## config.mk

```make
export PLATFORM = sky130hd
export DESIGN_NAME = rr_grant_ctrl
export DESIGN_NICKNAME = d
export VERILOG_FILES = /design/src/rtl/arb_pkg.sv /design/src/rtl/rr_prio_pick.sv /design/src/rtl/rr_grant_ctrl.sv
export SDC_FILE = /design/constraint.sdc
export NUM_CORES = 1
export LEC_CHECK = 0
export ABC_AREA = 1
export BUFFER_PORTS_ARGS = -buffer_cell sky130_fd_sc_hd__buf_4
export CORE_ASPECT_RATIO = 1.2
export CORE_MARGIN = 2
export CORE_UTILIZATION = 35
export DETAILED_ROUTE_END_ITERATION = 10
export GPL_ROUTABILITY_DRIVEN = 0
export MAX_ROUTING_LAYER = met4
export PLACE_DENSITY = 0.66
export SYNTH_ARGS = -nofsm -noshare
export SYNTH_HDL_FRONTEND = slang
export SYNTH_SLANG_ARGS = --single-unit
export TNS_END_PERCENT = 10
```

## constraint.sdc

```tcl
create_clock -name clk -period 2 [get_ports clk]
set_input_delay 0.1 -clock clk [delete_from_list [all_inputs] [get_ports clk]]
set_output_delay 0.1 -clock clk [all_outputs]
set_load 0.01 [all_outputs]
```

## src/rtl/arb_pkg.sv

```systemverilog
// Shared types and helpers for the round-robin grant controller.
// Holds the FSM state encoding, default sizing and one-hot conversion.
package arb_pkg;

  localparam int N_REQ_DEF    = 8;
  localparam int MAX_HOLD_DEF = 16;
  localparam int OH_MAX       = 16;

  typedef enum logic [1:0] {
    IDLE  = 2'd0,
    GRANT = 2'd1,
    GAP   = 2'd2
  } arb_state_t;

  function automatic logic [OH_MAX-1:0] idx2oh(
    input logic [3:0] idx
  );
    logic [OH_MAX-1:0] oh;
    oh      = '0;
    oh[idx] = 1'b1;
    return oh;
  endfunction

endpackage

```

## src/rtl/rr_prio_pick.sv

```systemverilog
// Rotating-priority winner picker: first set request at or above ptr,
// wrapping to bit 0, via a double-width masked scan.
module rr_prio_pick
  import arb_pkg::*;
#(
  parameter int N_REQ = N_REQ_DEF,
  parameter int IDX_W = $clog2(N_REQ)
) (
  input  logic [N_REQ-1:0] req_i,
  input  logic [IDX_W-1:0] ptr_i,
  output logic             any_req_o,
  output logic [IDX_W-1:0] win_o
);

  logic [N_REQ-1:0]   mask;
  logic [2*N_REQ-1:0] dbl;
  logic [IDX_W-1:0]   pos;

  always_comb begin
    mask = '0;
    for (int k = 0; k < N_REQ; k++) begin
      mask[k] = (IDX_W'(k) >= ptr_i);
    end
  end

  // Upper copy is unmasked, so it catches the wrapped candidates.
  assign dbl = {req_i, req_i & mask};

  always_comb begin
    pos = '0;
    for (int i = 2*N_REQ-1; i >= 0; i--) begin
      if (dbl[i]) pos = IDX_W'(i);
    end
  end

  assign any_req_o = |req_i;
  assign win_o     = pos;

endmodule

```

## src/rtl/rr_grant_ctrl.sv

```systemverilog
// Round-robin grant controller: grants one requester, holds until
// release or MAX_HOLD timeout, then inserts a one-cycle gap.
module rr_grant_ctrl
  import arb_pkg::*;
#(
  parameter int N_REQ    = N_REQ_DEF,
  parameter int IDX_W    = $clog2(N_REQ),
  parameter int MAX_HOLD = MAX_HOLD_DEF
) (
  input  logic             clk,
  input  logic             rst,
  input  logic             enable,
  input  logic [N_REQ-1:0] req_i,
  output logic [N_REQ-1:0] grants_o,
  output logic [IDX_W-1:0] gnt_idx_o,
  output logic             gnt_valid_o,
  output logic             timeout_o
);

  localparam int CW = (MAX_HOLD > 0) ? $clog2(MAX_HOLD+1) : 1;
  localparam bit HOLD_EN = (MAX_HOLD != 0);
  localparam logic [CW-1:0] HOLD_LAST =
    HOLD_EN ? CW'(MAX_HOLD-1) : '0;
  localparam logic [CW-1:0] CNT_SAT = '1;

  arb_state_t       state_q, state_d;
  logic [IDX_W-1:0] ptr_q, ptr_d;
  logic [CW-1:0]    cnt_q, cnt_d;
  logic [N_REQ-1:0] grants_q, grants_d;
  logic [IDX_W-1:0] idx_q, idx_d;
  logic             valid_q, valid_d;
  logic             to_q, to_d;

  logic             any_req;
  logic [IDX_W-1:0] win;

  rr_prio_pick #(
    .N_REQ(N_REQ),
    .IDX_W(IDX_W)
  ) u_pick (
    .req_i    (req_i),
    .ptr_i    (ptr_q),
    .any_req_o(any_req),
    .win_o    (win)
  );

  always_comb begin
    state_d  = state_q;
    ptr_d    = ptr_q;
    cnt_d    = cnt_q;
    grants_d = grants_q;
    idx_d    = idx_q;
    valid_d  = valid_q;
    to_d     = 1'b0;
    unique case (state_q)
      IDLE: begin
        if (enable && any_req) begin
          idx_d    = win;
          grants_d = N_REQ'(idx2oh(4'(win)));
          valid_d  = 1'b1;
          cnt_d    = '0;
          state_d  = GRANT;
        end
      end
      GRANT: begin
        // Release wins over a coincident timeout.
        if (!req_i[idx_q]) begin
          grants_d = '0;
          valid_d  = 1'b0;
          ptr_d    = idx_q + IDX_W'(1);
          state_d  = GAP;
        end else if (HOLD_EN && cnt_q == HOLD_LAST) begin
          grants_d = '0;
          valid_d  = 1'b0;
          to_d     = 1'b1;
          ptr_d    = idx_q + IDX_W'(1);
          state_d  = GAP;
        end else if (cnt_q != CNT_SAT) begin
          cnt_d = cnt_q + CW'(1);
        end
      end
      GAP: begin
        state_d = IDLE;
      end
      default: begin
        state_d = IDLE;
      end
    endcase
  end

  always_ff @(posedge clk or posedge rst) begin
    if (rst) begin
      state_q  <= IDLE;
      ptr_q    <= '0;
      cnt_q    <= '0;
      grants_q <= '0;
      idx_q    <= '0;
      valid_q  <= 1'b0;
      to_q     <= 1'b0;
    end else begin
      state_q  <= state_d;
      ptr_q    <= ptr_d;
      cnt_q    <= cnt_d;
      grants_q <= grants_d;
      idx_q    <= idx_d;
      valid_q  <= valid_d;
      to_q     <= to_d;
    end
  end

  assign grants_o    = grants_q;
  assign gnt_idx_o   = idx_q;
  assign gnt_valid_o = valid_q;
  assign timeout_o   = to_q;

endmodule
```

# After elaboration in Yosys (flattened, before gate mapping)
# Index checks and enable logic that the tools add are counted.
totals:
  output_inout_bits: 13
  ff_bits: 23
  in_bits: 11
classes:
  order_cmp: 11
  n_mux: 42
  eq_ne: 9
  addsub: 2
  n_reduce_logical: 10
  bitwise_logic: 1
op_table:
  columns: ["cell", "count"]
  rows:
  - ["$mux 3", 18]
  - ["$mux 8", 3]
  - ["$mux 5", 4]
  - ["$pmux 8 s2", 1]
  - ["$ge 3x3->1 const A", 4]
  - ["$pmux 5 s2", 1]
  - ["$and 8x8->8", 1]
  - ["$mux 1", 8]
  - ["$ne 2x2->1 const B", 4]
  - ["$reduce_or 8->1", 1]
  - ["$ge 1x3->1 const A", 2]
  - ["$ge 2x3->1 const A", 2]
  - ["$mux 2", 3]
  - ["$reduce_and 2->1", 3]
  - ["$add 5x1->5 const B", 1]
  - ["$eq 5x4->1 const B", 1]
  - ["$lt 3x5->1 const B", 1]
  - ["$ne 5x5->1 const B", 1]
  - ["$reduce_and 5->1", 1]
  - ["$lt 3x4->1 const B", 1]
  - ["$pmux 2 s2", 1]
  - ["$add 3x1->3 const B", 1]
  - ["$bmux 1 s3", 1]
  - ["$demux 1 s3", 1]
  - ["other kinds (9)", 10]

# Longest topological paths before layout
# Gate-level depths: netlist of the first run.
logic_depth:
  word_depth: 22
  ltp_mapped: 16

# Modules after synthesis
# A second synthesis of the first run with hierarchy kept.
hier_totals:
  hier_cells: 204
  area_unflattened_um2: 1506.4
modules_own_cells:
  columns: ["mod", "area_each_um2", "instances", "seq_area_each_um2", "cells_each"]
  rows:
  - ["rr_grant_ctrl", 1276.2, 1, 575.6, 151]
  - ["rr_prio_pick", 230.2, 1, 0.0, 53]

# Worst setup path before layout of the first run
# Ideal clock, no wire load.
synth_timing:
  kind: "register -> register"
  from: "reg cnt_q[0]"
  to: "reg cnt_q[2]"
  synth_period_minus_slack_ns: 1.770
  t_arrival_ns: 1.644
  stages_incl_launch_ff: 11
  t_required_ns: 1.874
  setup_slack_ns: 0.230
  path_cell_list: "dfrtp_1 ha_1 nand2_1 nor2_1 ha_1 nor3_1 nor2_4 nor2_8 nand2_4 xor2_2 nor2_2"
synth_between:
  elab_chain_len: 5
  word_cells_on_any_way: 10
synth_rtl:
  columns: ["item", "line_no", "rtl"]
  rows:
  - ["from (decl)", "rr_grant_ctrl.sv:28", "logic [CW-1:0] cnt_q, cnt_d;"]
  - ["from (signal assigned)", "rr_grant_ctrl.sv:103", "cnt_q <= cnt_d;"]
  - ["$add 5x1->5", "rr_grant_ctrl.sv:79", "cnt_d = cnt_q + CW'(1);"]
  - ["$mux 5", "rr_grant_ctrl.sv:78", "end else if (cnt_q != CNT_SAT) begin"]
  - ["$mux 5", "rr_grant_ctrl.sv:72", "end else if (HOLD_EN && cnt_q == HOLD_LAST) begin"]
  - ["$mux 5", "rr_grant_ctrl.sv:67", "if (!req_i[idx_q]) begin"]
  - ["$pmux 5 s2", "rr_grant_ctrl.sv:55", "unique case (state_q)"]
# Several ways; a longest one is shown, not always the timed one. The select of a mux whose other input is x is not followed.
# A chain may end at the register's enable or synchronous reset.

# Worst setup path after layout of the first run
# Ends and elaborated chain as after synthesis.

==> impl_results.md, run 1 <==
- Outcome: finished clean
- Ratio of total power to cell area: 1220 nW/um2
- Most frequent cells in the layout: nand2_1 (62), buf_4 (24), dfrtp_1 (23)
- Ys Warns: 0
- Syn Inst Count: 186
- Die H: 74.1 um
- Fin crit share: 90.1%
- Clk Latency, worst-skew pair: 0.26 ns
- Initial core utilization: 36.4%
- Netlist cell types: 30
- Data required time of the worst path: 2.15 ns
- Endpoints failing setup: 0
- Finished Cell Area: 1730 um2
- Final ANT Viol Nets: 0
- DP Worst Slack: 0.101 ns
- Io pins: 24
- Die ar.: 4630 um2
- Detailed Place HPWL: 2260 um
- Pin count of the biggest net entering global routing: 24
- CORE AREA: 3940 um2
- Worst-path clk slew: 0.09 ns
- Total Routing Usage GR: 14.6%
- Total Wirelength: 2890 um
- Layout area overhead: 20.7%
- Setup bufs post-CTS: 0
- Crit Path Category: reg2reg
- Layout Skew: 0.00499 ns
- Final worst slack: 0.199 ns
- Syn Nets: 201
- Die X: 62.5 um
- Sequential cell area fraction in the yosys report: 40.1%
- Critical path startpoint category: flop
- HP Class: in2reg
- Max-slew violation count: 0
- RSZ-0062 raised after global routing: no
- Layout cell share with drive strength beyond 1: 27.1%
- Clock Tree Root: clkbuf_8
- Initial antenna violation count: 0
- Clock sink total: 23
- First-pass GRT wire length: 5290 um
- TritonCTS Buffers: 3
- Row Count: 25
- Max IR drop VDD: 0.657 mV
- CP max stage cell: dfrtp_1
- Final Hold Fails: 0
- Leak: 0.910 nW
- I/O Buffers: 23
- H-tree depth: 1
- Most frequent CP cell: ha_1
- Slew HR: 72.0%
- Tmin final: 1.80 ns
- Fin nets: 230
- Most common cell after layout, fill and taps aside: nand2_1
- CTS tree: built
- Routed vias: 1174
- Crit. End Element: flop
- Drt first-iter violations: 18
- Vias per inst: 4.38
- Ant. Diodes: 0
- # DRC: 0
- Sum Neg Setup Slack: 0 ns
- Synth Cell Area: 1440 um2
- Max-Cap Viols: 0
- Setup slack, reg-to-reg: 0.20 ns
- Worst path cell trace: ha_1, nand2_1, nor2_1, ha_1, nor3_2, nor2_4, nor2_8, nand2_4, xor2_2, nor2_2
- Grt ovf: 0
- Final core area utilization: 44.0%
- Clock buffer depth: 2
- Placed Area: 1670 um2
- Yosys reg bits: 23
- Wire length per cell: 10.8 um
- Slowest stage delay, CP: 0.40 ns
- CP Max Fanout: 8
- Vias in the first global route: 1165
- Fmax: 0.555 GHz
- Worst Tran Pin Value: 0.418 ns
- Worst EP arrival: 1.96 ns
- DRT Pass-1 Iters: 4
- Mean Syn Cell Area: 7.72 um2
- Overall power: 0.00212 W
-- through the flow --
stage / hold WS [ns] / std cells
floorplan: 0.102 / 186
global placement: 0.165 / 263
detailed placement: 0.170 / 263
CTS: 0.250 / 268
global route: 0.280 / 268
finish: 0.249 / 268
-- layout make-up --
cell class	instances	area (um2)
Clock buffer	3	41.3
Sequential cell	23	576
Fill cell	424	2210
Inverter	27	104
Multi-Input combinational cell	135	749
Timing Repair Buffer	25	190
Clock inverter	1	5.00
Tap cell	54	67.6
-- synth_stat cells --
master	number	share of area, %
o21ai_1	2	0.70
o32ai_1	1	0.61
nor2_2	3	1.3
nor2_8	1	1.4
nor3_1	5	1.7
nor2_1	15	3.9
inv_1	18	4.7
nand2_2	4	1.7
xor2_2	1	1.1
a21oi_1	2	0.70
o21ai_2	1	0.61
nand2_1	62	16
nand3_2	1	0.70
o21bai_1	1	0.52
nand2_4	2	1.6
nor2_4	4	3.1
nand3_1	7	2.4
buf_6	1	0.78
ha_1	4	3.5
dfrtp_1	23	40
o211ai_1	2	1.0
nor3_2	1	0.70
and3_4	1	0.78
xor2_1	2	1.2
inv_2	8	2.1
o21ai_0	7	2.4
a31oi_4	1	1.5
inv_4	1	0.44
nand4_1	4	1.7
nand3b_1	1	0.52
-- registers in the layout, summed over array words and instances, names as in the netlist --
| signal | count |
|---|---|
| timeout_o | 1 |
| state_q | 2 |
| gnt_idx_o | 3 |
| grants_o | 8 |
| gnt_valid_o | 1 |
| ptr_q | 3 |
| cnt_q | 5 |
-- kinds of logic (layout without fill, tap and decap cells) --
family                   Yosys count  count (layout)  share of synthesized area [%]
AO/OA/AOI/OAI                     17              17                           8.11
XOR/XNOR                           3               3                           2.35
buffers and inverters             28              56                           8.02
flip-flops                        23              23                           40.1
AND/OR/NAND/NOR                  111             111                           37.9
adder cells (fa/ha/maj)            4               4                           3.49
-- report_power, final --
part / switching (W) / internal [W] / total (W) / leakage, nW
Clock: 0.000151 / 0.000139 / 0.000290 / 0.0255
Combinational: 0.000661 / 0.000417 / 0.00108 / 0.581
Sequential: 0.000143 / 0.000612 / 0.000754 / 0.303
-- timing repair --
item | CTS | global route
hold buffers | 1 | 0
endpoints found under the setup margin | 0 | 1
gates resized for setup | 0 | 1
hold endpoints to repair | 23 | 0
-- critical path: cells and delay by family, from the launching register on --
family	cells	cell delay [ns]
xor gates and xnor gates	1	0.13
adders and majority gates	2	0.44
DFF	1	0.40
and+or+nand+nor	7	0.72
-- layer usage --
metal	up-vias	routed length [um]	GRT usage, %
li1	639	-	-
met1	521	1390	18.9
met2	12	1420	24.1
met3	2	61	1.97
met4	0	24	4.44
met5	-	0	-
-- final timing paths --
path / cells past startpoint / to / from
setup / recovery: 10 / cnt_q[2] / cnt_q[0]
hold / removal: 4 / cnt_q[2] / enable
setup reg to reg: 10 / cnt_q[2] / cnt_q[0]
hold reg to reg: 2 / gnt_valid_o / gnt_valid_o
max in group asynchronous: 4 / ptr_q[2] / rst
min in group asynchronous: 4 / grants_o[5] / rst
Note: power is estimated with default switching activity, not from simulation.
==> inputs of run 2 (changes only) <==
--- a/config.mk
+++ b/config.mk
@@ -5,7 +5,6 @@
 export SDC_FILE = /design/constraint.sdc
 export NUM_CORES = 1
 export LEC_CHECK = 0
-export ABC_AREA = 1
 export BUFFER_PORTS_ARGS = -buffer_cell sky130_fd_sc_hd__buf_4
 export CORE_ASPECT_RATIO = 1.2
 export CORE_MARGIN = 2
==> impl_results.md, run 2 <==
- CP max stage cell: dfrtp_1 (unchanged)
- Crit Path Category: reg2reg (unchanged)
- CORE AREA: 3880 um2 (was 3940 um2)
- Slew HR: 41.3% (was 72.0%)
- Detailed Place HPWL: 2810 um (was 2260 um)
- Top FF cell, synth: dfrtp_1 (unchanged)
- RSZ-0062 raised after global routing: yes (was no)
- Sequential cell area: 576 um2 (unchanged)
- Crit. End Element: flop (unchanged)
- Worst-path clk slew: 0.08 ns (was 0.09 ns)
- Dpl cells: 228 (was 263)
- Layout area overhead: 27.3% (was 20.7%)
- Die X: 61.7 um (was 62.5 um)
- XOR/XNOR Fraction of Synth Area: 0.626% (was 2.35%)
- Area of the multi-input gates: 793 um2 (was 749 um2)
- Simple-gate share of the synthesized area: 17.2% (was 37.9%)
- Fmax: 0.497 GHz (was 0.555 GHz)
- Most common cell after layout, fill and taps aside: buf_4 (was nand2_1)
- Worst r2r path cells: 7 (was 10)
- Synth Area in Compound Gates: 24.6% (was 8.11%)
- Largest family of logic cells by synthesized area: compound AO/OA/AOI/OAI gates (was simple AND/OR/NAND/NOR gates)
- CTS Hold Bufs: 0 (was 1)
- Syn Inst Count: 146 (was 186)
- Ys Warns: 0 (unchanged)
- Endpoints failing setup: 1 (was 0)
- Syn Nets: 161 (was 201)
- Clock buffer depth: 2 (unchanged)
- Most frequent cells in the layout: buf_4 (35), dfrtp_1 (23), nand2_1 (13) (was nand2_1 (62), buf_4 (24), dfrtp_1 (23))
- Leak: 0.798 nW (was 0.910 nW)
- Layout Skew: 0.00208 ns (was 0.00499 ns)
- Fin nets: 194 (was 230)
- Worst path cell trace: ha_2, and3_4, ha_4, a31oi_4, a41oi_4, or3_4, mux2_4 (was ha_1, nand2_1, nor2_1, ha_1, nor3_2, nor2_4, nor2_8, nand2_4, xor2_2, nor2_2)
- Max-Cap Viols: 0 (unchanged)
- Total Wirelength: 3680 um (was 2890 um)
- Ant. Diodes: 0 (unchanged)
- Family with the most delay on the worst path: simple AND/OR/NAND/NOR gates (unchanged)
- Die H: 73.3 um (was 74.1 um)
- Top cell type's share of synthesized area: 41.1% (was 40.1%)
- Final worst slack: -0.0118 ns (was 0.199 ns)
- Vias in the first global route: 1272 (was 1165)
- Routed vias: 1306 (was 1174)
- Max-slew violation count: 0 (unchanged)
- Asr flop ratio synth: 100% (unchanged)
- Critical path startpoint category: flop (unchanged)
- Ratio of total power to cell area: 1440 nW/um2 (was 1220 nW/um2)
- Clk Latency, worst-skew pair: 0.26 ns (about the same)
- Number of flip-flops in the largest register: 8 (unchanged)
- Synth Area in Adders: 3.57% (was 3.49%)
- TritonCTS Buffers: 3 (unchanged)
- Clock Tree Root: clkbuf_8 (unchanged)
- Io pins: 24 (unchanged)
- H-tree depth: 1 (unchanged)
- Fin crit share: 101% (was 90.1%)
- Non-filler cells, final: 232 (was 268)
- Final hold slack: 0.0246 ns (was 0.249 ns)
- Worst EP arrival: 2.16 ns (was 1.96 ns)
- Synth area leaders: dfrtp_1 (41%), o32ai_1 (4.4%), mux2i_1 (4.3%) (was dfrtp_1 (40%), nand2_1 (16%), inv_1 (4.7%))
- Mean Syn Cell Area: 9.59 um2 (was 7.72 um2)
- # DRC: 0 (unchanged)
- Netlist cell types: 41 (was 30)
- Mux share of post-synthesis cell area: 7.51% (was 0%)
- HP Class: in2async (was in2reg)
- Final ANT Viol Nets: 0 (unchanged)
- Drt first-iter violations: 81 (was 18)
- Pin count of the biggest net entering global routing: 24 (unchanged)
- Synth area leader: dfrtp_1 (unchanged)
- Row Count: 25 (unchanged)
- Sequential cell area fraction in the yosys report: 41.1% (was 40.1%)
- CTS tree: built (unchanged)
- Tmin final: 2.01 ns (was 1.80 ns)
- Data required time of the worst path: 2.15 ns (about the same)
- Initial core utilization: 36.1% (was 36.4%)
- Max IR drop VDD: 0.637 mV (was 0.657 mV)
- Clock sink total: 23 (unchanged)
- Synth Cell Area: 1400 um2 (was 1440 um2)
- Wire length per cell: 15.9 um (was 10.8 um)
- Slowest stage delay, CP: 0.39 ns (was 0.40 ns)
- Yosys reg bits: 23 (unchanged)
- Total Routing Usage GR: 18.3% (was 14.6%)
- DRT Pass-1 Iters: 4 (unchanged)
- Worst Path Buf+Inv: 0 (unchanged)
- Initial antenna violation count: 0 (unchanged)
- Final Hold Fails: 0 (unchanged)
- Setup bufs post-CTS: 0 (unchanged)
- Outcome: finished, violations left (was finished clean)
- WP depth: 7 (was 10)
- Most common cell in the netlist: dfrtp_1 (was nand2_1)
- Worst Tran Pin Value: 0.880 ns (was 0.418 ns)
- EDFF count, synth: 0 (unchanged)
- DP Worst Slack: -0.0300 ns (was 0.101 ns)
- Vias per inst: 5.63 (was 4.38)
- Synth top cells by count: dfrtp_1 (23), nand2_1 (13), inv_1 (10), nor2_1 (9) (was nand2_1 (62), dfrtp_1 (23), inv_1 (18), nor2_1 (15), inv_2 (8))
- Failing checks: setup timing
- First-pass GRT wire length: 6120 um (was 5290 um)
- Layout cell share with drive strength beyond 1: 28.1% (was 27.1%)
- I/O Buffers: 23 (unchanged)
- Grt ovf: 0 (unchanged)
- CP Max Fanout: 6 (was 8)
- FILL cells: 404 (was 424)
- Die ar.: 4520 um2 (was 4630 um2)
[run 2: changes by cell type in the layout (fill, tap and decap cells not counted), moves of 4 or more]
| cell | before | now |
|---|---|---|
| nor2_1 | 15 | 9 |
| mux2i_1 | 0 | 6 |
| nor2b_1 | 0 | 4 |
| nand2_2 | 4 | 0 |
| nand2_1 | 62 | 13 |
| inv_2 | 8 | 0 |
| o32ai_1 | 1 | 7 |
| o31ai_1 | 0 | 4 |
| a21oi_1 | 2 | 7 |
| inv_1 | 18 | 10 |
| buf_4 | 24 | 35 |
| nand2b_1 | 0 | 4 |
| nor2_4 | 4 | 0 |
[run 2: power breakdown]
group	switching [W]	internal, W	total [W]
Sequential	0.000178	0.000654	0.000832
Clock	0.000144	0.000139	0.000283
Combinational	0.000753	0.000699	0.00145
[run 2: timing repair]
item                                   CTS  global route
endpoints found under the hold margin    0             0
resized for setup                        2             2
setup endpoints to repair                1             8
[run 2: path summary, 6_finish.rpt]
kind,from,to,slack [ns]
max in group asynchronous,rst,ptr_q[1],1.44
min in group clk,req_i[3],gnt_idx_o[2],0.35
max reg2reg,cnt_q[0],cnt_q[0],-0.01
max,cnt_q[0],cnt_q[0],-0.01
min reg2reg,cnt_q[3],cnt_q[3],0.50
min,rst,state_q[1],0.02
[run 2: final cells by class]
cell class / count / share of cell area, %
clock buffers: 3 / 2.32
multi-input cells: 106 / 44.5
clock inverters: 1 / 0.281
flip-flops and latches: 23 / 32.3
repair buffers: 35 / 14.7
inverters: 10 / 2.11
well taps: 54 / 3.79
[run 2: logic make-up (layout without fill, tap and decap cells)]
logic type               after synthesis  count (layout)
flip-flops                            23              23
buffers and inverters                 17              49
multiplexers                          10              10
XOR/XNOR                               1               1
adder cells (fa/ha/maj)                4               4
AO/OA/AOI/OAI                         44              44
AND/OR/NAND/NOR                       47              47
[run 2: per-layer routing]
layer	part of all wire, %	GRT usage (%)	up-vias	wire (um)
li1	-	-	608	-
met1	42	22.7	639	1560
met2	51	30.2	49	1880
met3	3.9	1.41	10	142
met4	2.6	7.57	0	94
met5	0	-	-	0
[run 2: through the flow]
step | instance area [um2] | util [%] | TNS [ns] | total power (W)
after global routing | 1780 | 46.0 | -0.189 | 0.00278
after global placement | 1720 | 44.5 | 0 | 0.00219
after CTS | 1780 | 45.8 | -0.0152 | 0.00257
after detailed placement | 1720 | 44.5 | -0.0300 | 0.00225
final | 1780 | 46.0 | -0.0118 | 0.00257
after floorplan | 1430 | - | 0 | 0.00171
==> inputs of run 3 (changes only) <==
==> constraint.sdc (replaced) <==
create_clock -name clk -period 2 [get_ports clk]
set_input_delay 0.3 -clock clk [delete_from_list [all_inputs] [get_ports clk]]
set_output_delay 0.3 -clock clk [all_outputs]
set_load 0.01 [all_outputs]
==> impl_results.md, run 3 (same netlist as run 2, synthesis figures left out) <==
- Final Hold Fails: 0 (unchanged)
- CTS tree: built (unchanged)
- Final ANT Viol Nets: 0 (unchanged)
- TritonCTS Buffers: 3 (unchanged)
- H-tree depth: 1 (unchanged)
- Vias in the first global route: 1306 (was 1272)
- Ant. Diodes: 0 (unchanged)
- Row Count: 25 (unchanged)
- FILL cells: 385 (was 404)
- Routed vias: 1301 (was 1306)
- Uppermost layer routed: met4 (unchanged)
- Slew HR: 66.3% (was 41.3%)
- Endpoints failing setup: 0 (was 1)
- Area of the multi-input gates: 791 um2 (was 793 um2)
- Wire length per cell: 15.0 um (was 15.9 um)
- WL met1: 1540 um (was 1560 um)
- Sequential cell area: 577 um2 (was 576 um2)
- Most frequent cells in the layout: buf_4 (39), dfrtp_1 (22), nand2_1 (13) (was buf_4 (35), dfrtp_1 (23), nand2_1 (13))
- Layout cell share with drive strength beyond 1: 29.7% (was 28.1%)
- Placed Area: 1750 um2 (was 1720 um2)
- Most common cell after layout, fill and taps aside: buf_4 (unchanged)
- Pin count of the biggest net entering global routing: 24 (unchanged)
- Io pins: 24 (unchanged)
- CP Max Fanout: 6 (unchanged)
- Slowest stage delay, CP: 0.39 ns (about the same)
- Ratio of total power to cell area: 1410 nW/um2 (was 1440 nW/um2)
- Total Routing Usage GR: 17.7% (was 18.3%)
- Initial core utilization: 36.1% (unchanged)
- Tmin final: 2.00 ns (was 2.01 ns)
- Die ar.: 4520 um2 (unchanged)
- Max IR drop VDD: 0.626 mV (was 0.637 mV)
- Crit. End Element: flop (unchanged)
- Grt ovf: 0 (unchanged)
- HP Class: in2async (unchanged)
- Routed wl met3: 144 um (was 142 um)
- I/O Buffers: 23 (unchanged)
- Detailed Place HPWL: 2750 um (was 2810 um)
- Die X: 61.7 um (unchanged)
- CTS Hold Bufs: 0 (unchanged)
- Overall power: 0.00256 W (was 0.00257 W)
- Clk Latency, worst-skew pair: 0.26 ns (about the same)
- # DRC: 0 (unchanged)
- Fmax: 0.500 GHz (was 0.497 GHz)
- Max-Cap Viols: 0 (unchanged)
- Data required time of the worst path: 2.15 ns (about the same)
- Clock Tree Root: clkbuf_8 (unchanged)
- Die H: 73.3 um (unchanged)
- CP max stage cell: dfrtp_1 (unchanged)
- Drt first-iter violations: 96 (was 81)
- DRT Pass-1 Iters: 4 (unchanged)
- Met2 wire len: 1780 um (was 1880 um)
- Clock sink total: 23 (unchanged)
- Worst path cell trace: ha_2, and3_4, ha_4, a31oi_4, a41oi_4, or3_4, mux2_4 (unchanged)
- Fin crit share: 99.9% (was 101%)
- Worst EP arrival: 2.15 ns (was 2.16 ns)
- Initial antenna violation count: 0 (unchanged)
- Sum Neg Setup Slack: 0 ns (was -0.0118 ns)
- Max-slew violation count: 0 (unchanged)
- Worst Tran Pin Value: 0.506 ns (was 0.880 ns)
- CORE AREA: 3880 um2 (unchanged)
- Worst-path clk slew: 0.08 ns (about the same)
- Number of flip-flops in the largest register: 8 (unchanged)
- Critical path startpoint category: flop (unchanged)
- Post-CTS Resized: 2 (unchanged)
- Layout area overhead: 29.3% (was 27.3%)
- Vias per inst: 5.51 (was 5.63)
- Final core area utilization: 46.7% (was 46.0%)
- First-pass GRT wire length: 5970 um (was 6120 um)
- Total Wirelength: 3530 um (was 3680 um)
- Setup bufs post-CTS: 0 (unchanged)
- Layout Skew: 0.00296 ns (was 0.00208 ns)
- Outcome: finished clean (was finished, violations left)
- Fin nets: 198 (was 194)
- RSZ-0062 raised after global routing: yes (unchanged)
- Clock buffer depth: 2 (unchanged)
- Finished Cell Area: 1810 um2 (was 1780 um2)
- Crit Path Category: reg2reg (unchanged)
- Leak: 0.810 nW (was 0.798 nW)
==> run 3: path summary, 6_finish.rpt <==
| check | startpoint | end | slack, ns | depth (start not counted) |
|---|---|---|---|---|
| min in group clk | cnt_q[3] | cnt_q[3] | 0.48 | 1 |
| max in group asynchronous | rst | gnt_idx_o[1] | 1.68 | 3 |
| hold reg to reg | cnt_q[3] | cnt_q[3] | 0.48 | 1 |
| setup / recovery | cnt_q[0] | cnt_q[0] | 0.001 | 7 |
| setup reg to reg | cnt_q[0] | cnt_q[0] | 0.001 | 7 |
| hold / removal | rst | cnt_q[3] | 0.07 | 3 |
==> run 3: layout make-up <==
| type | instances | area share (%) |
|---|---|---|
| inverters | 10 | 2.07 |
| clock buffers | 4 | 2.49 |
| multi-input cells | 106 | 43.7 |
| well taps | 54 | 3.73 |
| repair buffers | 39 | 16.2 |
| flip-flops and latches | 23 | 31.9 |
==> run 3: through the flow <==
stage / hold slack (ns) / std cells / setup slack (ns)
2_1_floorplan: 0.302 / 146 / 0.0232
3_3_place_gp: 0.359 / 232 / 0.0282
3_5_place_dp: 0.367 / 232 / -0.0330
4_1_cts: 0.0819 / 236 / -0.0114
5_1_grt: 0.0902 / 236 / -0.0580
6_report: 0.0735 / 236 / 0.00136
==> run 3: worst max-delay path: cells and delay by family, from the launching register on <==
| family | cells | cell delay, ns |
|---|---|---|
| AND/OR/NAND/NOR | 2 | 0.57 |
| flip-flops | 1 | 0.39 |
| adder cells (fa/ha/maj) | 2 | 0.36 |
| AO/OA/AOI/OAI | 2 | 0.31 |
| multiplexers | 1 | 0.27 |
==> run 3: power breakdown <==
part	total, W	switching (W)	internal, W	leakage (nW)
Combinational	0.00145	0.000744	0.000702	0.492
Clock	0.000280	0.000139	0.000142	0.0228
Sequential	0.000832	0.000176	0.000657	0.295
==> run 3: per-layer routing <==
metal,global-route usage (%),up-vias
li1,-,616
met1,21.6,630
met2,29.7,50
met3,1.41,5
met4,6.86,0
met5,-,-
